`src/rtl/flr_csr_target_pkg.sv`:
```
// Shared types and constants for the FLR-done CSR write target.
// Latency: n/a (declarations only).
// Backpressure: n/a.
package flr_csr_target_pkg;

    // Write-channel state: at most one transaction in flight.
    typedef enum logic [2:0] {
        IDLE   = 3'd0,
        GOT_AW = 3'd1,
        GOT_W  = 3'd2,
        DRAIN  = 3'd3,
        RESP   = 3'd4
    } state_t;

    // AXI write-response codes.
    localparam logic [1:0] OKAY   = 2'b00;
    localparam logic [1:0] SLVERR = 2'b10;
    localparam logic [1:0] DECERR = 2'b11;

    // AXI burst encoding that this target refuses.
    localparam logic [1:0] BURST_FIXED = 2'b00;

    // Location of the done bits inside the 256-bit data beat.
    localparam int DONE_STRB_BIT = 28;
    localparam int DONE_DATA_LSB = 224;

    // Response code for a captured write address.
    function automatic logic [1:0] decode_resp(input logic addr_hit,
                                               input logic [7:0] awlen,
                                               input logic [1:0] awburst);
        logic [1:0] resp;
        resp = OKAY;
        if (!addr_hit) begin
            resp = DECERR;
        end else if ((awlen != 8'd0) || (awburst == BURST_FIXED)) begin
            resp = SLVERR;
        end
        return resp;
    endfunction

endpackage

```
`src/rtl/flr_done_reg.sv`:
```
// Per-PF FLR done register with clear/write priority and rising-edge pulses.
// Latency: write or clear visible one cycle after the update; pulse in that same cycle.
// Backpressure: none, updates and clears are accepted every cycle.
module flr_done_reg #(
    parameter int NUM_PF = 4
) (
    input  logic              i_clk,
    input  logic              i_reset,
    input  logic              i_upd_vld,
    input  logic [NUM_PF-1:0] i_upd_dat,
    input  logic [NUM_PF-1:0] i_clear,
    output logic [NUM_PF-1:0] o_done,
    output logic [NUM_PF-1:0] o_pulse
);

    logic [NUM_PF-1:0] done_d, done_q;
    logic [NUM_PF-1:0] pulse_d, pulse_q;

    // A write overrides a same-cycle clear; otherwise clears knock bits down.
    always_comb begin
        done_d  = i_upd_vld ? i_upd_dat : (done_q & ~i_clear);
        pulse_d = done_d & ~done_q;
    end

    // Register done bits and their 0->1 edge pulses.
    always_ff @(posedge i_clk) begin
        if (i_reset) begin
            done_q  <= '0;
            pulse_q <= '0;
        end else begin
            done_q  <= done_d;
            pulse_q <= pulse_d;
        end
    end

    assign o_done  = done_q;
    assign o_pulse = pulse_q;

endmodule

```
`src/rtl/flr_csr_target.sv`:
```
// AXI4 write-only target for the FLR-done CSR; one transaction outstanding.
// Latency: bvalid and register update one cycle after the last AW/W handshake.
// Backpressure: ready deasserted per channel once captured; response held until bready.
module flr_csr_target
    import flr_csr_target_pkg::*;
#(
    parameter logic [41:0] FLR_DONE_ADDR = 42'h819100017c,
    parameter int          NUM_PF        = 4
) (
    input  logic              i_clk,
    input  logic              i_reset,
    input  logic [41:0]       i_awaddr,
    input  logic [7:0]        i_awid,
    input  logic [7:0]        i_awlen,
    input  logic [2:0]        i_awsize,
    input  logic [1:0]        i_awburst,
    input  logic              i_awvalid,
    output logic              o_awready,
    input  logic [255:0]      i_wdata,
    input  logic [31:0]       i_wstrb,
    input  logic              i_wlast,
    input  logic              i_wvalid,
    output logic              o_wready,
    output logic [7:0]        o_bid,
    output logic [1:0]        o_bresp,
    output logic              o_bvalid,
    input  logic              i_bready,
    input  logic [NUM_PF-1:0] i_flr_clear,
    output logic [NUM_PF-1:0] o_flr_pf_done,
    output logic [NUM_PF-1:0] o_flr_done_pulse,
    output logic              o_err
);

    state_t            state_d, state_q;
    logic              awready_d, awready_q;
    logic              wready_d, wready_q;
    logic              bvalid_d, bvalid_q;
    logic              aw_got_d, aw_got_q;
    logic              w_got_d, w_got_q;
    logic [7:0]        awid_d, awid_q;
    logic [1:0]        resp_d, resp_q;
    logic [NUM_PF-1:0] dat_d, dat_q;
    logic              strb_d, strb_q;
    logic              err_d, err_q;
    logic              aw_hs, w_hs, upd_vld;
    logic              unused_ok;

    // Only the done slice and one strobe matter; awsize is accepted but ignored.
    assign unused_ok = ^{i_awsize, i_wdata, i_wstrb};

    // Next-state, capture and registered-output computation for the write FSM.
    always_comb begin
        aw_hs     = i_awvalid & awready_q;
        w_hs      = i_wvalid & wready_q;
        state_d   = state_q;
        aw_got_d  = aw_got_q;
        w_got_d   = w_got_q;
        awid_d    = awid_q;
        resp_d    = resp_q;
        dat_d     = dat_q;
        strb_d    = strb_q;

        if (aw_hs) begin
            aw_got_d = 1'b1;
            awid_d   = i_awid;
            resp_d   = decode_resp(i_awaddr == FLR_DONE_ADDR, i_awlen, i_awburst);
        end
        // Only the first beat carries data; later burst beats are discarded.
        if (w_hs && !w_got_q) begin
            w_got_d = 1'b1;
            dat_d   = i_wdata[DONE_DATA_LSB +: NUM_PF];
            strb_d  = i_wstrb[DONE_STRB_BIT];
        end

        case (state_q)
            IDLE: begin
                if (w_hs && !i_wlast)  state_d = DRAIN;
                else if (aw_hs && w_hs) state_d = RESP;
                else if (aw_hs)         state_d = GOT_AW;
                else if (w_hs)          state_d = GOT_W;
            end
            GOT_AW: begin
                if (w_hs) state_d = i_wlast ? RESP : DRAIN;
            end
            GOT_W: begin
                if (aw_hs) state_d = RESP;
            end
            DRAIN: begin
                if (w_hs && i_wlast) state_d = aw_got_d ? RESP : GOT_W;
            end
            RESP: begin
                if (i_bready) begin
                    state_d  = IDLE;
                    aw_got_d = 1'b0;
                    w_got_d  = 1'b0;
                end
            end
            default: state_d = IDLE;
        endcase

        // AW is still accepted while draining a burst that arrived first.
        awready_d = (state_d == IDLE) || (state_d == GOT_W) ||
                    ((state_d == DRAIN) && !aw_got_d);
        wready_d  = (state_d == IDLE) || (state_d == GOT_AW) || (state_d == DRAIN);
        bvalid_d  = (state_d == RESP);
        upd_vld   = (state_d == RESP) && (state_q != RESP) &&
                    (resp_d == OKAY) && strb_d;
        err_d     = err_q | (bvalid_d && (resp_d != OKAY));

        if (i_reset) begin
            state_d   = IDLE;
            aw_got_d  = 1'b0;
            w_got_d   = 1'b0;
            awid_d    = '0;
            resp_d    = OKAY;
            dat_d     = '0;
            strb_d    = 1'b0;
            awready_d = 1'b0;
            wready_d  = 1'b0;
            bvalid_d  = 1'b0;
            upd_vld   = 1'b0;
            err_d     = 1'b0;
        end
    end

    // FSM state and all registered outputs.
    always_ff @(posedge i_clk) begin
        state_q   <= state_d;
        aw_got_q  <= aw_got_d;
        w_got_q   <= w_got_d;
        awid_q    <= awid_d;
        resp_q    <= resp_d;
        dat_q     <= dat_d;
        strb_q    <= strb_d;
        awready_q <= awready_d;
        wready_q  <= wready_d;
        bvalid_q  <= bvalid_d;
        err_q     <= err_d;
    end

    flr_done_reg #(
        .NUM_PF (NUM_PF)
    ) u_done (
        .i_clk     (i_clk),
        .i_reset   (i_reset),
        .i_upd_vld (upd_vld),
        .i_upd_dat (dat_d),
        .i_clear   (i_flr_clear),
        .o_done    (o_flr_pf_done),
        .o_pulse   (o_flr_done_pulse)
    );

    assign o_awready = awready_q;
    assign o_wready  = wready_q;
    assign o_bvalid  = bvalid_q;
    assign o_bid     = awid_q;
    assign o_bresp   = resp_q;
    assign o_err     = err_q;

endmodule

```
`config.mk`:
```
export PLATFORM = sky130hd
export DESIGN_NAME = flr_csr_target
export DESIGN_NICKNAME = d
export VERILOG_FILES = /design/src/rtl/flr_csr_target_pkg.sv /design/src/rtl/flr_done_reg.sv /design/src/rtl/flr_csr_target.sv
export SDC_FILE = /design/constraint.sdc
export NUM_CORES = 1
export LEC_CHECK = 0
export CAP_MARGIN = 20
export CORE_AREA = 3 3 146 148
export DETAILED_ROUTE_END_ITERATION = 7
export DIE_AREA = 0 0 149 151
export MAX_ROUTING_LAYER = met4
export SLEW_MARGIN = 20
export SYNTH_ARGS = -nofsm -noshare
export SYNTH_HDL_FRONTEND = slang
export SYNTH_HIERARCHICAL = 1
export SYNTH_SLANG_ARGS = --single-unit
```
`constraint.sdc`:
```
create_clock -name i_clk -period 2.8 [get_ports i_clk]
set_input_delay 0.28 -clock i_clk [delete_from_list [all_inputs] [get_ports i_clk]]
set_output_delay 0.28 -clock i_clk [all_outputs]
set_load 0.05 [all_outputs]
```
==> impl_metrics.xml <==
<?xml version="1.0" encoding="UTF-8"?>
<metrics>
  <group name="outcome">
    <metric name="status" unit="">complete, no violations</metric>
  </group>
  <group name="grt">
    <metric name="antenna_found_initial" unit="">0</metric>
    <metric name="largest_net_degree_at_the_start_of_global_routing" unit="">28</metric>
    <metric name="grt_remaining_overflow" unit="">0</metric>
    <metric name="first_pass_grt_wire_length" unit="mm">8.25</metric>
    <metric name="grt_use_total" unit="">0.0485</metric>
    <metric name="grt_pass1_vias" unit="">1539</metric>
  </group>
  <group name="die">
    <metric name="floorplan.initialDensity" unit="">0.0690</metric>
    <metric name="rows" unit="">52</metric>
    <metric name="ioPinCount" unit="">383</metric>
    <metric name="die_area" unit="um2">22500</metric>
    <metric name="die-height" unit="um">151</metric>
    <metric name="dieWidth" unit="um">149</metric>
    <metric name="core_region_area" unit="um2">20200</metric>
  </group>
  <group name="worst_hold_path">
    <metric name="hold_path.class" unit="">reg -&gt; reg</metric>
  </group>
  <group name="layout">
    <metric name="layout.cells.most_common_list" unit="">sky130_fd_sc_hd__clkdlybuf4s50_1 (96), sky130_fd_sc_hd__dfxtp_1 (32), sky130_fd_sc_hd__nand2_1 (27)</metric>
    <metric name="layout.cells.most_common" unit="">sky130_fd_sc_hd__clkdlybuf4s50_1</metric>
    <metric name="drive_above_1_share" unit="">0.0878</metric>
    <metric name="area_growth_syn_to_layout" unit="%">105</metric>
    <metric name="finished_layout_cell_area" unit="um2">2850</metric>
    <metric name="final_antenna_diode_count" unit="">0</metric>
    <metric name="nets" unit="">622</metric>
  </group>
  <group name="clock_tree">
    <metric name="cts-root-buf" unit="">sky130_fd_sc_hd__clkbuf_16</metric>
    <metric name="insertion_delay" unit="ns">0.27</metric>
    <metric name="postCtsSetupBuffers" unit="">0</metric>
    <metric name="cts.path.max_buffers" unit="">2</metric>
    <metric name="post_cts_resized" unit="">0</metric>
    <metric name="clock_sinks" unit="">32</metric>
    <metric name="tritoncts" unit="">yes</metric>
    <metric name="htree_levels" unit="">2</metric>
    <metric name="cts-buffers-inserted" unit="">5</metric>
    <metric name="cts-hold-fix-buffers" unit="">0</metric>
    <metric name="cts.clk_slew.worst_paths" unit="ns">0.06</metric>
  </group>
  <group name="setup_path">
    <metric name="worstPathCellList" unit="">clkdlybuf4s50_1 &gt; nor4b_1 &gt; nand4_1 &gt; nor3_1 &gt; buf_4 &gt; a21o_2 &gt; nor4b_2 &gt; buf_4 &gt; nand2b_1 &gt; nor3b_1</metric>
    <metric name="cp.buffers_inverters" unit="">3</metric>
    <metric name="endpoint_type_of_the_worst_setup_path" unit="">flip-flop</metric>
    <metric name="critical-path-slowest-cell" unit="">sky130_fd_sc_hd__clkdlybuf4s50_1</metric>
    <metric name="timing.critical_path.arrival" unit="ns">2.50</metric>
    <metric name="worst_path_largest_cell_delay" unit="ns">0.40</metric>
    <metric name="path_delay_family" unit="">simple AND/OR/NAND/NOR gates</metric>
    <metric name="critical_path.most_common_cell" unit="">sky130_fd_sc_hd__buf_4</metric>
    <metric name="startpoint_type" unit="">input port</metric>
    <metric name="crit_type" unit="">in -&gt; reg</metric>
    <metric name="timing.critical_path.fanout_max" unit="">9</metric>
    <metric name="cp_data_required_time" unit="ns">3.00</metric>
  </group>
  <group name="detailed_routing">
    <metric name="routed_via_density" unit="">2.87</metric>
    <metric name="route.detailed.drc" unit="">0</metric>
    <metric name="dr_pass1_iterations" unit="">4</metric>
    <metric name="route.antenna.remaining_nets" unit="">0</metric>
    <metric name="vias" unit="">1526</metric>
    <metric name="detail_route.wirelength" unit="mm">5.58</metric>
    <metric name="wl_per_cell" unit="um">10.5</metric>
    <metric name="initialDrtViolationCount" unit="">69</metric>
  </group>
  <group name="timing">
    <metric name="timing.final.setup_violations" unit="">0</metric>
    <metric name="timing.slew.headroom" unit="">0.626</metric>
    <metric name="max_freq" unit="MHz">434</metric>
    <metric name="clock_skew" unit="ns">0.00562</metric>
    <metric name="min_period" unit="ns">2.30</metric>
    <metric name="final_max_tran_viols" unit="">0</metric>
    <metric name="worst_pin_slew" unit="ns">0.559</metric>
    <metric name="rsz_0062_raised_after_global_routing" unit="">no</metric>
    <metric name="fin_crit_sh" unit="">0.823</metric>
    <metric name="final-hold-violation-count" unit="">0</metric>
    <metric name="fin_tns_setup" unit="ns">0</metric>
    <metric name="timing.final.ws_setup" unit="ns">0.495</metric>
  </group>
  <group name="power_and_ir_drop">
    <metric name="cellPowerDensity" unit="nW/um2">518</metric>
    <metric name="ir_drop" unit="uV">221</metric>
    <metric name="p_leak" unit="nW">0.884</metric>
  </group>
  <group name="synth">
    <metric name="seq_area_frac_synth" unit="">0.460</metric>
    <metric name="number_of_flops_mapped_to_enable_cells_by_yosys" unit="">0</metric>
    <metric name="syn-mean-instance-area" unit="um2">8.81</metric>
    <metric name="netlist_area" unit="um2">1390</metric>
    <metric name="post_synth_inst_count" unit="">158</metric>
    <metric name="yosysUniqueCellTypes" unit="">36</metric>
    <metric name="synth-seq-cells" unit="">32</metric>
    <metric name="async_reset_ff_frac" unit="">0</metric>
    <metric name="synth_ff_type" unit="">sky130_fd_sc_hd__dfxtp_1</metric>
    <metric name="post_synthesis_net_count" unit="">519</metric>
    <metric name="synth.yosys.warnings" unit="">6</metric>
  </group>
  <group name="place">
    <metric name="gpl.final_weighted_congestion" unit="">0.689</metric>
    <metric name="dp_hpwl" unit="mm">4.49</metric>
    <metric name="post-place-ws" unit="ns">0.102</metric>
    <metric name="dpl_cell_area" unit="um2">2700</metric>
    <metric name="port_buffers" unit="">96</metric>
  </group>
  <group name="job">
    <metric name="maxCapViolCount" unit="">0</metric>
  </group>
</metrics>
==> cell type report <==
class | instances | area [um2]
Fill cell | 2301 | 17300
Timing Repair Buffer | 101 | 998
Multi-Input combinational cell | 118 | 711
Sequential cell | 32 | 641
Tap cell | 270 | 338
Clock buffer | 5 | 125
Clock inverter | 3 | 23.8
Inverter | 3 | 11.3
==> cell usage after synthesis, drive strengths merged (3+ instances only) <==
library cell,number,area [um2]
nor2,11,41.3
or3b,4,35.0
nor4,5,31.3
inv,3,11.3
o21ai,7,35.0
nand2,29,114
nand3,3,15.0
dfxtp,32,641
nor3b,5,37.5
nor2b,4,25.0
a21oi,22,114
nor4b,5,50.0
buf,3,21.3
==> final timing paths <==
check                         from                 to  slack (ns)  depth (start not counted)
setup reg to reg         o_awready   u_done/o_done[0]        0.65                          8
hold / removal    u_done/o_done[0]  u_done/o_pulse[0]        0.45                          1
setup / recovery       i_awaddr[1]  u_done/o_pulse[0]        0.50                         10
hold reg to reg   u_done/o_done[0]  u_done/o_pulse[0]        0.45                          1
==> metrics by stage <==
stage	utilization	hold WS [ns]	std cells	power (mW)
finish	0.141	0.449	532	1.48
global route	0.141	0.470	532	1.56
CTS	0.141	0.445	532	1.51
detailed placement	0.134	0.432	524	0.947
global placement	0.134	0.442	524	0.945
floorplan	-	0.349	158	0.746
==> routing by layer <==
layer | vias up | wire (um) | track usage
li1 | 776 | - | -
met1 | 664 | 2490 | 0.0603
met2 | 86 | 2350 | 0.0738
met3 | 0 | 735 | 0.0218
met4 | 0 | 0 | 0.00870
met5 | - | 0 | -
==> logic make-up after synthesis <==
| kind of cell | synth area share |
|---|---|
| AND/OR/NAND/NOR | 0.312 |
| AO/OA/AOI/OAI | 0.199 |
| buffers and inverters | 0.0288 |
| flip-flops | 0.460 |
==> report_power, final <==
group / leakage, nW / total, mW / internal [mW] / switching (mW)
sequential: 0.261 / 0.526 / 0.494 / 0.0321
combinational: 0.557 / 0.404 / 0.194 / 0.210
clock: 0.0660 / 0.545 / 0.330 / 0.214
==> registers in the layout, summed over array words and instances, names as in the netlist, 2 cells and up <==
signal,count
state_q,3
o_bresp,2
o_bid,8
dat_q,4
u_done/o_done,4
u_done/o_pulse,4
(Power assumes the default switching activity.)
